===== src/rtl/mod_op_pkg.sv =====
// -----------------------------------------------------------------------------
// mod_op_pkg
// Shared definitions for the modular-arithmetic command issuer:
//   - op_e    : operation encodings seen on cmd_op_i / op_sel_o
//   - state_e : issuer FSM state encoding
//   - DATA_W  : operand / result width
//   - P256    : SM2 prime, used by benches to build reference results
// -----------------------------------------------------------------------------
package mod_op_pkg;

    localparam int unsigned DATA_W = 256;

    typedef enum logic [1:0] {
        OP_MUL = 2'b00,   // 512-bit reduction of {a,b}
        OP_ADD = 2'b01,
        OP_SUB = 2'b10,
        OP_RSV = 2'b11    // reserved: answered with an error, never issued
    } op_e;

    typedef enum logic [1:0] {
        ST_IDLE  = 2'b00,
        ST_ISSUE = 2'b01,
        ST_RESP  = 2'b10
    } state_e;

    localparam logic [DATA_W-1:0] P256 =
        256'hFFFFFFFE_FFFFFFFF_FFFFFFFF_FFFFFFFF_FFFFFFFF_00000000_FFFFFFFF_FFFFFFFF;

endpackage


===== src/rtl/mod_cmd_fifo.sv =====
// -----------------------------------------------------------------------------
// mod_cmd_fifo
// Command buffer in front of the issuer FSM. Pointers carry one extra wrap bit
// so full and empty are told apart without a separate counter.
//
// Ports:
//   clk, rst_n     clock, asynchronous active-low reset
//   i_push, i_data write one entry (caller gates with o_rdy)
//   i_pop          drop the head entry (caller gates with o_head_vld)
//   o_data         head entry
//   o_rdy          registered "not full"; low in reset
//   o_head_vld     registered "not empty", one cycle behind the pointers
//   o_nempty       immediate "not empty" from the pointers
// -----------------------------------------------------------------------------
module mod_cmd_fifo #(
    parameter int DEPTH = 4,
    parameter int WIDTH = 8
) (
    input  logic             clk,
    input  logic             rst_n,
    input  logic             i_push,
    input  logic [WIDTH-1:0] i_data,
    input  logic             i_pop,
    output logic [WIDTH-1:0] o_data,
    output logic             o_rdy,
    output logic             o_head_vld,
    output logic             o_nempty
);

    localparam int AW = $clog2(DEPTH);

    logic [WIDTH-1:0] r_mem [DEPTH];
    logic [AW:0]      r_wr_ptr;
    logic [AW:0]      r_rd_ptr;
    logic             r_rdy;
    logic             r_head_vld;

    logic [AW:0]      w_wr_nxt;
    logic [AW:0]      w_rd_nxt;
    logic             w_full_nxt;

    assign w_wr_nxt   = r_wr_ptr + (AW+1)'(i_push);
    assign w_rd_nxt   = r_rd_ptr + (AW+1)'(i_pop);
    assign w_full_nxt = (w_wr_nxt[AW] != w_rd_nxt[AW]) &&
                        (w_wr_nxt[AW-1:0] == w_rd_nxt[AW-1:0]);

    // NOTE: sequential state uses non-blocking assignments so every flop
    // samples pre-edge values, independent of block evaluation order.
    always_ff @(posedge clk or negedge rst_n) begin
        if (!rst_n) begin
            r_wr_ptr   <= '0;
            r_rd_ptr   <= '0;
            r_rdy      <= 1'b0;
            r_head_vld <= 1'b0;
        end else begin
            r_wr_ptr   <= w_wr_nxt;
            r_rd_ptr   <= w_rd_nxt;
            r_rdy      <= ~w_full_nxt;
            // Head-valid looks at the current pointers, so it trails a push by
            // one cycle. The consumer pops at most once per command and spends
            // at least one cycle away from IDLE afterwards, so the stale value
            // right after a pop is never acted on.
            r_head_vld <= (r_wr_ptr != r_rd_ptr);
        end
    end

    // NOTE: storage has no reset; entries are only read after being written,
    // and leaving them out of reset keeps wide data off the reset tree.
    always_ff @(posedge clk) begin
        if (i_push) begin
            r_mem[r_wr_ptr[AW-1:0]] <= i_data;
        end
    end

    assign o_data     = r_mem[r_rd_ptr[AW-1:0]];
    assign o_rdy      = r_rdy;
    assign o_head_vld = r_head_vld;
    assign o_nempty   = (r_wr_ptr != r_rd_ptr);

endmodule


===== src/rtl/mod_op_issuer.sv =====
// -----------------------------------------------------------------------------
// mod_op_issuer
// Initiator side of the mod-unit handshake. Tagged MUL/ADD/SUB commands are
// buffered in mod_cmd_fifo, issued one at a time (request and operands held
// until mod_fin_i) and answered in order on a valid/ready response port.
//
// Ports:
//   clk, rst_n                       clock, asynchronous active-low reset
//   cmd_vld_i/cmd_rdy_o              command handshake (ready = FIFO not full)
//   cmd_op_i, cmd_tag_i, cmd_a_i/b_i command fields
//   mod_vld_o, op_sel_o, p512_a_o    request to mod unit, p512_a_o = {a,b}
//   mod_fin_i                        completion pulse from mod unit
//   add_sub_res_i, mul_res_i         mod-unit results
//   rsp_vld_o/rsp_rdy_i              response handshake
//   rsp_tag_o, rsp_res_o, rsp_err_o  response fields
//   busy_o                           FIFO non-empty or FSM not IDLE
//
// Build option: MOD_ISSUE_TIMEOUT_EN adds a watchdog that abandons a request
// after TIMEOUT_CYC ISSUE cycles and answers it with an error.
// -----------------------------------------------------------------------------
module mod_op_issuer
    import mod_op_pkg::*;
#(
    parameter int DEPTH       = 4,
    parameter int TAG_W       = 4,
    parameter int TIMEOUT_CYC = 1023
) (
    input  logic                clk,
    input  logic                rst_n,
    input  logic                cmd_vld_i,
    output logic                cmd_rdy_o,
    input  logic [1:0]          cmd_op_i,
    input  logic [TAG_W-1:0]    cmd_tag_i,
    input  logic [DATA_W-1:0]   cmd_a_i,
    input  logic [DATA_W-1:0]   cmd_b_i,
    output logic                mod_vld_o,
    output logic [1:0]          op_sel_o,
    output logic [2*DATA_W-1:0] p512_a_o,
    input  logic                mod_fin_i,
    input  logic [DATA_W-1:0]   add_sub_res_i,
    input  logic [DATA_W-1:0]   mul_res_i,
    output logic                rsp_vld_o,
    input  logic                rsp_rdy_i,
    output logic [TAG_W-1:0]    rsp_tag_o,
    output logic [DATA_W-1:0]   rsp_res_o,
    output logic                rsp_err_o,
    output logic                busy_o
);

    localparam int ENTRY_W = 2 + TAG_W + 2*DATA_W;

    if (DEPTH < 2 || (DEPTH & (DEPTH - 1)) != 0) begin : g_bad_depth
        $error("mod_op_issuer: DEPTH must be a power of two >= 2");
    end
    if (TIMEOUT_CYC < 1) begin : g_bad_timeout
        $error("mod_op_issuer: TIMEOUT_CYC must be >= 1");
    end

    // ---------------------------------------------------------------- FIFO
    logic               w_push;
    logic               w_pop;
    logic               w_cmd_rdy;
    logic               w_head_vld;
    logic               w_fifo_nempty;
    logic [ENTRY_W-1:0] w_head;
    op_e                w_head_op;

    assign w_push    = cmd_vld_i & w_cmd_rdy;
    assign w_head_op = op_e'(w_head[ENTRY_W-1 -: 2]);

    mod_cmd_fifo #(
        .DEPTH (DEPTH),
        .WIDTH (ENTRY_W)
    ) u_fifo (
        .clk        (clk),
        .rst_n      (rst_n),
        .i_push     (w_push),
        .i_data     ({cmd_op_i, cmd_tag_i, cmd_a_i, cmd_b_i}),
        .i_pop      (w_pop),
        .o_data     (w_head),
        .o_rdy      (w_cmd_rdy),
        .o_head_vld (w_head_vld),
        .o_nempty   (w_fifo_nempty)
    );

    // ------------------------------------------------------ working registers
    state_e              r_state;
    state_e              w_state_nxt;
    op_e                 r_op;
    logic [TAG_W-1:0]    r_tag;
    logic [DATA_W-1:0]   r_a;
    logic [DATA_W-1:0]   r_b;
    logic [DATA_W-1:0]   r_res;
    logic                r_err;
    logic                w_capture;

`ifdef MOD_ISSUE_TIMEOUT_EN
    localparam int CNT_W = $clog2(TIMEOUT_CYC + 1);

    logic [CNT_W-1:0] r_cnt;
    logic             w_timeout;

    // mod_fin_i in the limit cycle takes priority over the watchdog.
    assign w_timeout = (r_state == ST_ISSUE) && !mod_fin_i &&
                       (r_cnt == CNT_W'(TIMEOUT_CYC - 1));

    always_ff @(posedge clk or negedge rst_n) begin
        if (!rst_n) begin
            r_cnt <= '0;
        end else if (w_pop) begin
            r_cnt <= '0;
        end else if (r_state == ST_ISSUE) begin
            r_cnt <= r_cnt + CNT_W'(1);
        end
    end
`endif

    // NOTE: every signal written here gets a default first, so no path
    // through the case leaves one unassigned and no latch is inferred.
    always_comb begin
        w_state_nxt = r_state;
        w_pop       = 1'b0;
        w_capture   = 1'b0;
        case (r_state)
            ST_IDLE: begin
                if (w_head_vld) begin
                    w_pop       = 1'b1;
                    w_state_nxt = (w_head_op == OP_RSV) ? ST_RESP : ST_ISSUE;
                end
            end
            ST_ISSUE: begin
                if (mod_fin_i) begin
                    w_capture   = 1'b1;
                    w_state_nxt = ST_RESP;
                end
`ifdef MOD_ISSUE_TIMEOUT_EN
                else if (w_timeout) begin
                    w_state_nxt = ST_RESP;
                end
`endif
            end
            ST_RESP: begin
                if (rsp_rdy_i) begin
                    w_state_nxt = ST_IDLE;
                end
            end
            default: w_state_nxt = ST_IDLE;
        endcase
    end

    always_ff @(posedge clk or negedge rst_n) begin
        if (!rst_n) begin
            r_state <= ST_IDLE;
        end else begin
            r_state <= w_state_nxt;
        end
    end

    // The result is cleared on pop, so reserved ops and timeouts answer 0.
    always_ff @(posedge clk or negedge rst_n) begin
        if (!rst_n) begin
            r_op  <= OP_MUL;
            r_tag <= '0;
            r_a   <= '0;
            r_b   <= '0;
            r_res <= '0;
            r_err <= 1'b0;
        end else if (w_pop) begin
            r_op  <= w_head_op;
            r_tag <= w_head[2*DATA_W +: TAG_W];
            r_a   <= w_head[DATA_W +: DATA_W];
            r_b   <= w_head[0 +: DATA_W];
            r_res <= '0;
            r_err <= (w_head_op == OP_RSV);
        end else if (w_capture) begin
            r_res <= (r_op == OP_MUL) ? mul_res_i : add_sub_res_i;
        end
`ifdef MOD_ISSUE_TIMEOUT_EN
        else if (w_timeout) begin
            r_res <= '0;
            r_err <= 1'b1;
        end
`endif
    end

    // ---------------------------------------------------------------- outputs
    assign cmd_rdy_o = w_cmd_rdy;
    assign mod_vld_o = (r_state == ST_ISSUE);
    assign op_sel_o  = r_op;
    assign p512_a_o  = {r_a, r_b};
    assign rsp_vld_o = (r_state == ST_RESP);
    assign rsp_tag_o = r_tag;
    assign rsp_res_o = r_res;
    assign rsp_err_o = r_err;
    assign busy_o    = w_fifo_nempty || (r_state != ST_IDLE);

endmodule


===== config.mk =====
export PLATFORM = sky130hd
export DESIGN_NAME = mod_op_issuer
export DESIGN_NICKNAME = d
export VERILOG_FILES = /design/src/rtl/mod_op_pkg.sv /design/src/rtl/mod_cmd_fifo.sv /design/src/rtl/mod_op_issuer.sv
export SDC_FILE = /design/constraint.sdc
export NUM_CORES = 2
export LEC_CHECK = 0
export CORE_AREA = 3 3 698 700
export CTS_CLUSTER_SIZE = 25
export DETAILED_ROUTE_END_ITERATION = 6
export DIE_AREA = 0 0 701 703
export PLACE_DENSITY = 0.42
export SKIP_CTS_REPAIR_TIMING = 1
export SYNTH_ARGS = -nofsm -noshare
export SYNTH_HDL_FRONTEND = slang
export SYNTH_SLANG_ARGS = --single-unit

===== constraint.sdc =====
create_clock -name clk -period 43.8 [get_ports clk]
set_input_delay 10.95 -clock clk [delete_from_list [all_inputs] [get_ports clk]]
set_output_delay 10.95 -clock clk [all_outputs]
set_load 0.02 [all_outputs]

==> metrics.md <==
| Metric | Value |
|---|---|
| Clock latency reported for the late side of the worst-skew pair | `0.95 ns` |
| Vias in the first global route | `64500` |
| Critical path data arrival time | `16.26 ns` |
| TritonCTS buffer count | `341` |
| CTS tree | `done` |
| Initial DRC Count | `4049` |
| VDD IR max | `0.0000690 V` |
| TritonRoute pass-1 iters | `5` |
| Die height | `703 um` |
| Hpwl dp | `336 mm` |
| Flops & latches, synth | `2857` |
| Number of distinct library cells after synthesis | `31` |
| GRT Overall Usage | `0.181` |
| Final cycle utilization of the critical path | `0.359` |
| Fill cell count | `47800` |
| Post-layout util | `0.297` |
| RSZ-0062 raised after global routing | `no` |
| Total Wirelength | `460 mm` |
| Starting Density | `0.221` |
| Register area share after synthesis | `0.770` |
| P_leak | `51.5 nW` |
| Initial antenna violation count | `274` |
| Worst-path maximum fanout | `93` |
| I/O Buffers | `1813` |
| Crit Path Category | `primary input to register` |
| Hold Vio Cnt, Final | `0` |
| Final setup viols | `0` |
| Drt wl/cell | `31.6 um` |
| FMAX | `0.0636 GHz` |
| Final clock skew | `0.0671 ns` |
| Commonest non-fill, non-tap cell in the layout | `edfxtp_1` |
| Routed vias/inst | `4.18` |
| Max-slew violations | `0` |
| Max-Cap Viols | `0` |
| Worst-Margin Slew | `1.24 ns` |
| DR vias | `60800` |
| Nets | `8769` |
| H-Tree Depth | `5` |
| PwrDens | `76.8 mW/mm2` |
| Residual DRC | `0` |
| Proportion of layout cells with a drive suffix above 1 | `0.141` |
| Site Rows | `255` |
| Gpl congestion | `0.896` |
| Crit start category | `primary input` |
| Root Buffer | `clkbuf_16` |
| Clk slew on worst S/H paths | `0.06 ns` |
| Commonest non-fill, non-tap cells in the layout | `2072 x edfxtp_1, 1812 x clkdlybuf4s50_1, 1557 x nand2_1, 783 x dfrtp_1, 518 x mux4_2` |
| First-pass GRT wire length | `603 mm` |
| Syn_nets | `6831` |
| Core area | `0.482 mm2` |
| Synthesized area | `0.106 mm2` |
| GRT overflow | `0` |
| Fin crit period | `15.71 ns` |
| Outcome | `finished, final reports clean` |
| Total Die Area | `0.493 mm2` |
| Layout area overhead | `34.6%` |
| Final ANT Viol Nets | `0` |
| Post-route setup TNS | `0 ns` |
| Clk sinks | `2857` |
| Synth warn | `0` |
| Avg Cell Area, Syn | `18.4 um2` |
| Die span in x | `701 um` |
| Ports | `1814` |
| CTS Buffer Depth | `4` |
| Cells after Synth | `5793` |
| Normalized max-slew margin | `0.176` |
| Critical path required time | `44.34 ns` |
| Pin count of the biggest net entering global routing | `178` |
| CP endpoint kind | `register` |
| Worst Hold Class | `register to register` |
cell usage after synthesis:
cell type,n,area [um2]
and2_1,1,6.26
o311ai_1,1,8.76
nor2_1,2,7.51
inv_1,2,7.51
edfxtp_1,2072,62200
a21oi_2,1,8.76
or3_1,1,6.26
nand2_1,1558,5850
buf_6,57,642
a21o_1,1,7.51
xor2_1,3,26.3
nand3_1,3,15.0
nor2b_1,1,6.26
and3_1,1,6.26
buf_4,64,480
inv_4,1,6.26
or3b_1,1,8.76
xnor2_1,5,43.8
a21oi_1,1,5.00
mux4_2,518,11700
o2bb2ai_1,256,2240
buf_2,68,340
mux2i_1,256,2560
nor3b_1,1,7.51
clkbuf_1,86,323
dfrtp_1,785,19600
buf_1,41,154
nor3_1,1,5.00
and2b_1,1,7.51
ha_1,3,37.5
xor3_1,1,23.8
critical path: stages:
cell             delay, ns
clkdlybuf4s50_1       0.62
nand2_1               0.25
nor3_4                0.70
buf_4                 0.80
buf_12                0.53
buf_4                 0.61
buf_4                 0.76
buf_4                 0.78
layout make-up:
class | count | area, um2 | share of cell area
inverters | 3 | 27.5 | 0.000192
flip-flops and latches | 2857 | 81900 | 0.572
well taps | 6425 | 8040 | 0.0561
repair buffers | 1911 | 19000 | 0.133
multi-input cells | 2617 | 22600 | 0.158
clock inverters | 172 | 1910 | 0.0133
diodes | 118 | 295 | 0.00206
clock buffers | 456 | 9400 | 0.0657
per-layer routing:
metal	routed length, um	track usage	share of wire	vias up
li1	-	-	-	26100
met1	154000	0.182	0.34	31700
met2	252000	0.343	0.55	2000
met3	25600	0.0425	0.056	934
met4	27500	0.0975	0.060	126
met5	860	0	0.0019	-
final timing paths:
kind                                   start                    to  slack (ns)  depth (start not counted)
worst max-delay path               cmd_vld_i  u_fifo.r_mem[0][428]       28.09                          8
worst min-delay path                r_b[181]              r_b[181]        0.47                          2
worst max register to register  u_fifo.o_rdy  u_fifo.r_mem[0][428]       38.25                          7
worst min register to register      r_b[181]              r_b[181]        0.47                          2
max in group asynchronous              rst_n               r_b[19]       30.40                          5
min in group asynchronous              rst_n              r_b[201]       10.03                          1
registers in the layout, summed over array words and instances (netlist names):
name / count
r_state: 2
u_fifo.r_rd_ptr: 3
rsp_err_o: 1
rsp_tag_o: 4
op_sel_o: 2
u_fifo.o_rdy: 1
u_fifo.r_wr_ptr: 3
u_fifo.r_mem: 2072
u_fifo.o_head_vld: 1
rsp_res_o: 256
r_b: 256
r_a: 256
power breakdown:
group | internal, mW | switching, mW
sequential | 3.69 | 0.325
combinational | 1.55 | 2.56
clock | 1.69 | 1.18
through the flow:
stage	setup WS, ns	cell area, um2	hold slack (ns)	cells	total power [mW]
6_report	28.09	143000	0.469	14600	11.0
5_1_grt	27.81	143000	0.485	14500	11.5
4_1_cts	27.96	143000	0.476	14400	11.3
3_5_place_dp	26.91	132000	0.462	13800	8.33
3_3_place_gp	26.95	132000	0.460	13800	8.31
2_1_floorplan	8.55	106000	0.492	5793	6.49
logic make-up (layout without fill, tap and decap cells):
group,count (synthesis),count (layout),synth area share
other,0,118,0
AO/OA/AOI/OAI,260,260,0.0214
XOR/XNOR,9,9,0.000882
adder cells (fa/ha/maj),3,3,0.000353
buffers and inverters,319,2542,0.0184
flip-flops,2857,2857,0.770
multiplexers,774,774,0.134
AND/OR/NAND/NOR,1571,1571,0.0557
(Power assumes the default switching activity.)
==> variant: new RTL, config.mk and constraints unchanged <==
Change the parameter `TAG_W` from 4 to 6.
--- a/src/rtl/mod_op_issuer.sv
+++ b/src/rtl/mod_op_issuer.sv
@@ -22,7 +22,7 @@
     import mod_op_pkg::*;
 #(
     parameter int DEPTH       = 4,
-    parameter int TAG_W       = 4,
+    parameter int TAG_W       = 6,
     parameter int TIMEOUT_CYC = 1023
 ) (
     input  logic                clk,
Ports: changed (resized cmd_tag_i and rsp_tag_o); port bits go from 1814 to 1818. No check against the original RTL was run, so the function may have changed too.
==> variant against the original RTL <==
  * Design area up 0.27%
  * Setup slack got worse by 22 ps
  * Non-clock buffer count shrank 5
  * Sequential cell count is 10 higher
  * Wire length rose by 2.7%
  * Area after synthesis is essentially flat
  * Power decreased by 0.66%
  * Core utilization grew 0.080 points
  * Critical path type unchanged
  * Largest power group is now registers
==> variant: results (changes against the original RTL) <==
HPWL after DPL: 350000 um (+4.0%)
Rel. slew slack: 20.9% (+3.3 points)
Area contributors post-synth: edfxtp_1 59%, dfrtp_1 19%, mux4_2 11%, nand2_1 5.5%, mux2i_1 2.4%
Buffers on Ports: 1817 (+0.22%)
Leak pwr: 0.0516 uW (+0.18%)
Share of cells above drive strength 1: 14.1% (-0.087 points)
Vias in the first global route: 64800 (+0.40%)
Mapped Cells: 5811 (+0.31%)
Max reg flops: 2080 (+0.39%)
Status: complete, no violations
Initial DRC Count: 3779 (-6.7%)
GP Congestion: 0.948 (+5.8%)
CP endpoint: u_fifo.r_mem[0][251]
Vias per inst: 4.19 (+0.38%)
Drt total wl: 473000 um (+2.7%)
Max frequency: 63.5 MHz (-0.14%)
Most frequent cells after synthesis: 2080 x edfxtp_1, 1564 x nand2_1, 787 x dfrtp_1
First-pass GRT wire length: 617000 um (+2.3%)
Reg clk slew, reported paths: 60 ps (about the same)
Largest net degree at the start of global routing: 125 (-30%)
FF-to-FF path depth: 8 (+1)
Critical Path Max Stage Delay: 770 ps (-30 ps)
# placed instances: 13800 (+0.094%)
CTS Buf Count: 338 (-0.88%)
Total nets after synthesis: 6851 (+0.29%)
Sequential share of the synthesized area: 77.3% (+0.33 points)
Total Routing Usage GR: 18.6% (+0.52 points)
Worst R2R Setup Slack: 38300 ps (+50 ps)
Fraction of registers with async set/reset: 27.5% (about the same)
VDD IR-drop max: 0.0547 mV (-21%)
Avg WL per Cell: 32.4 um (+2.5%)
Post-synth EDFFs: 2080 (+0.39%)
-- variant: changes by cell type after synthesis, moves of 6 or more --
cell / change
nand2_1: +6
clkbuf_1: +6
edfxtp_1: +8
buf_2: +102
buf_6: -52
buf_1: -7
buf_4: -49
-- variant: where the power goes --
group / switching, uW / total [uW] / internal, uW
Combinational: 2390 / 3940 / 1560
Clock: 1170 / 2830 / 1660
Sequential: 440 / 4150 / 3710
-- variant: metal layers --
metal  part of all wire [%]  vias up  GRT usage, %  wire (um)
met2                     55     2036          35.7     261000
met3                    6.3     1062          5.50      29900
met1                     32    31800          17.7     153000
met5                   0.26        -         0.202       1240
li1                       -    26100             -          -
met4                    5.9      166          9.92      27900
-- variant: worst min-delay path by stage --
| stage | startpoint | end | slack [ps] |
|---|---|---|---|
| 2_1_floorplan | u_fifo.r_rd_ptr[2] | u_fifo.r_rd_ptr[2] | 490 |
| 3_3_place_gp | r_a[107] | r_a[107] | 460 |
| 3_5_place_dp | r_a[34] | r_a[34] | 460 |
| 4_1_cts | r_a[34] | r_a[34] | 480 |
| 5_1_grt | rsp_res_o[208] | rsp_res_o[208] | 500 |
| 6_report | r_a[34] | r_a[34] | 470 |
-- variant: metrics by stage --
step	area [um^2]	total power [uW]	utilization (%)	hold slack [ps]
6_report	144000	10900	29.8	471
5_1_grt	143000	11500	29.8	499
4_1_cts	143000	11200	29.7	476
2_1_floorplan	106000	6450	-	492
3_3_place_gp	132000	8270	27.4	462
3_5_place_dp	132000	8290	27.4	462
-- variant: kinds of logic (layout without fill, tap and decap cells) --
kind of cell / count (synthesis) / after routing / share of synthesized area [%]
compound gates: 260 / 260 / 2.14
xor+xnor: 9 / 9 / 0.0883
fa+ha+maj: 3 / 3 / 0.0353
buf+inv: 319 / 2538 / 1.42
flops: 2867 / 2867 / 77.3
mux: 776 / 776 / 13.4
other cells: 0 / 136 / 0
simple gates: 1577 / 1577 / 5.59
-- variant: tightest hold or removal path, delay by kind of cell (launching register included) --
family | cells | cell delay, ps
flip-flops | 1 | 340
AND/OR/NAND/NOR | 2 | 100
-- variant: final cells by class --
class | instances | area [um^2]
antenna | 136 | 340
sequential | 2867 | 82200
multi-input combinational | 2625 | 22700
tap | 6425 | 8040
timing repair buffer | 1906 | 19100
clock inverter | 155 | 1820
fill | 47900 | 338000
clock buffer | 474 | 9390
inverter | 3 | 37.5
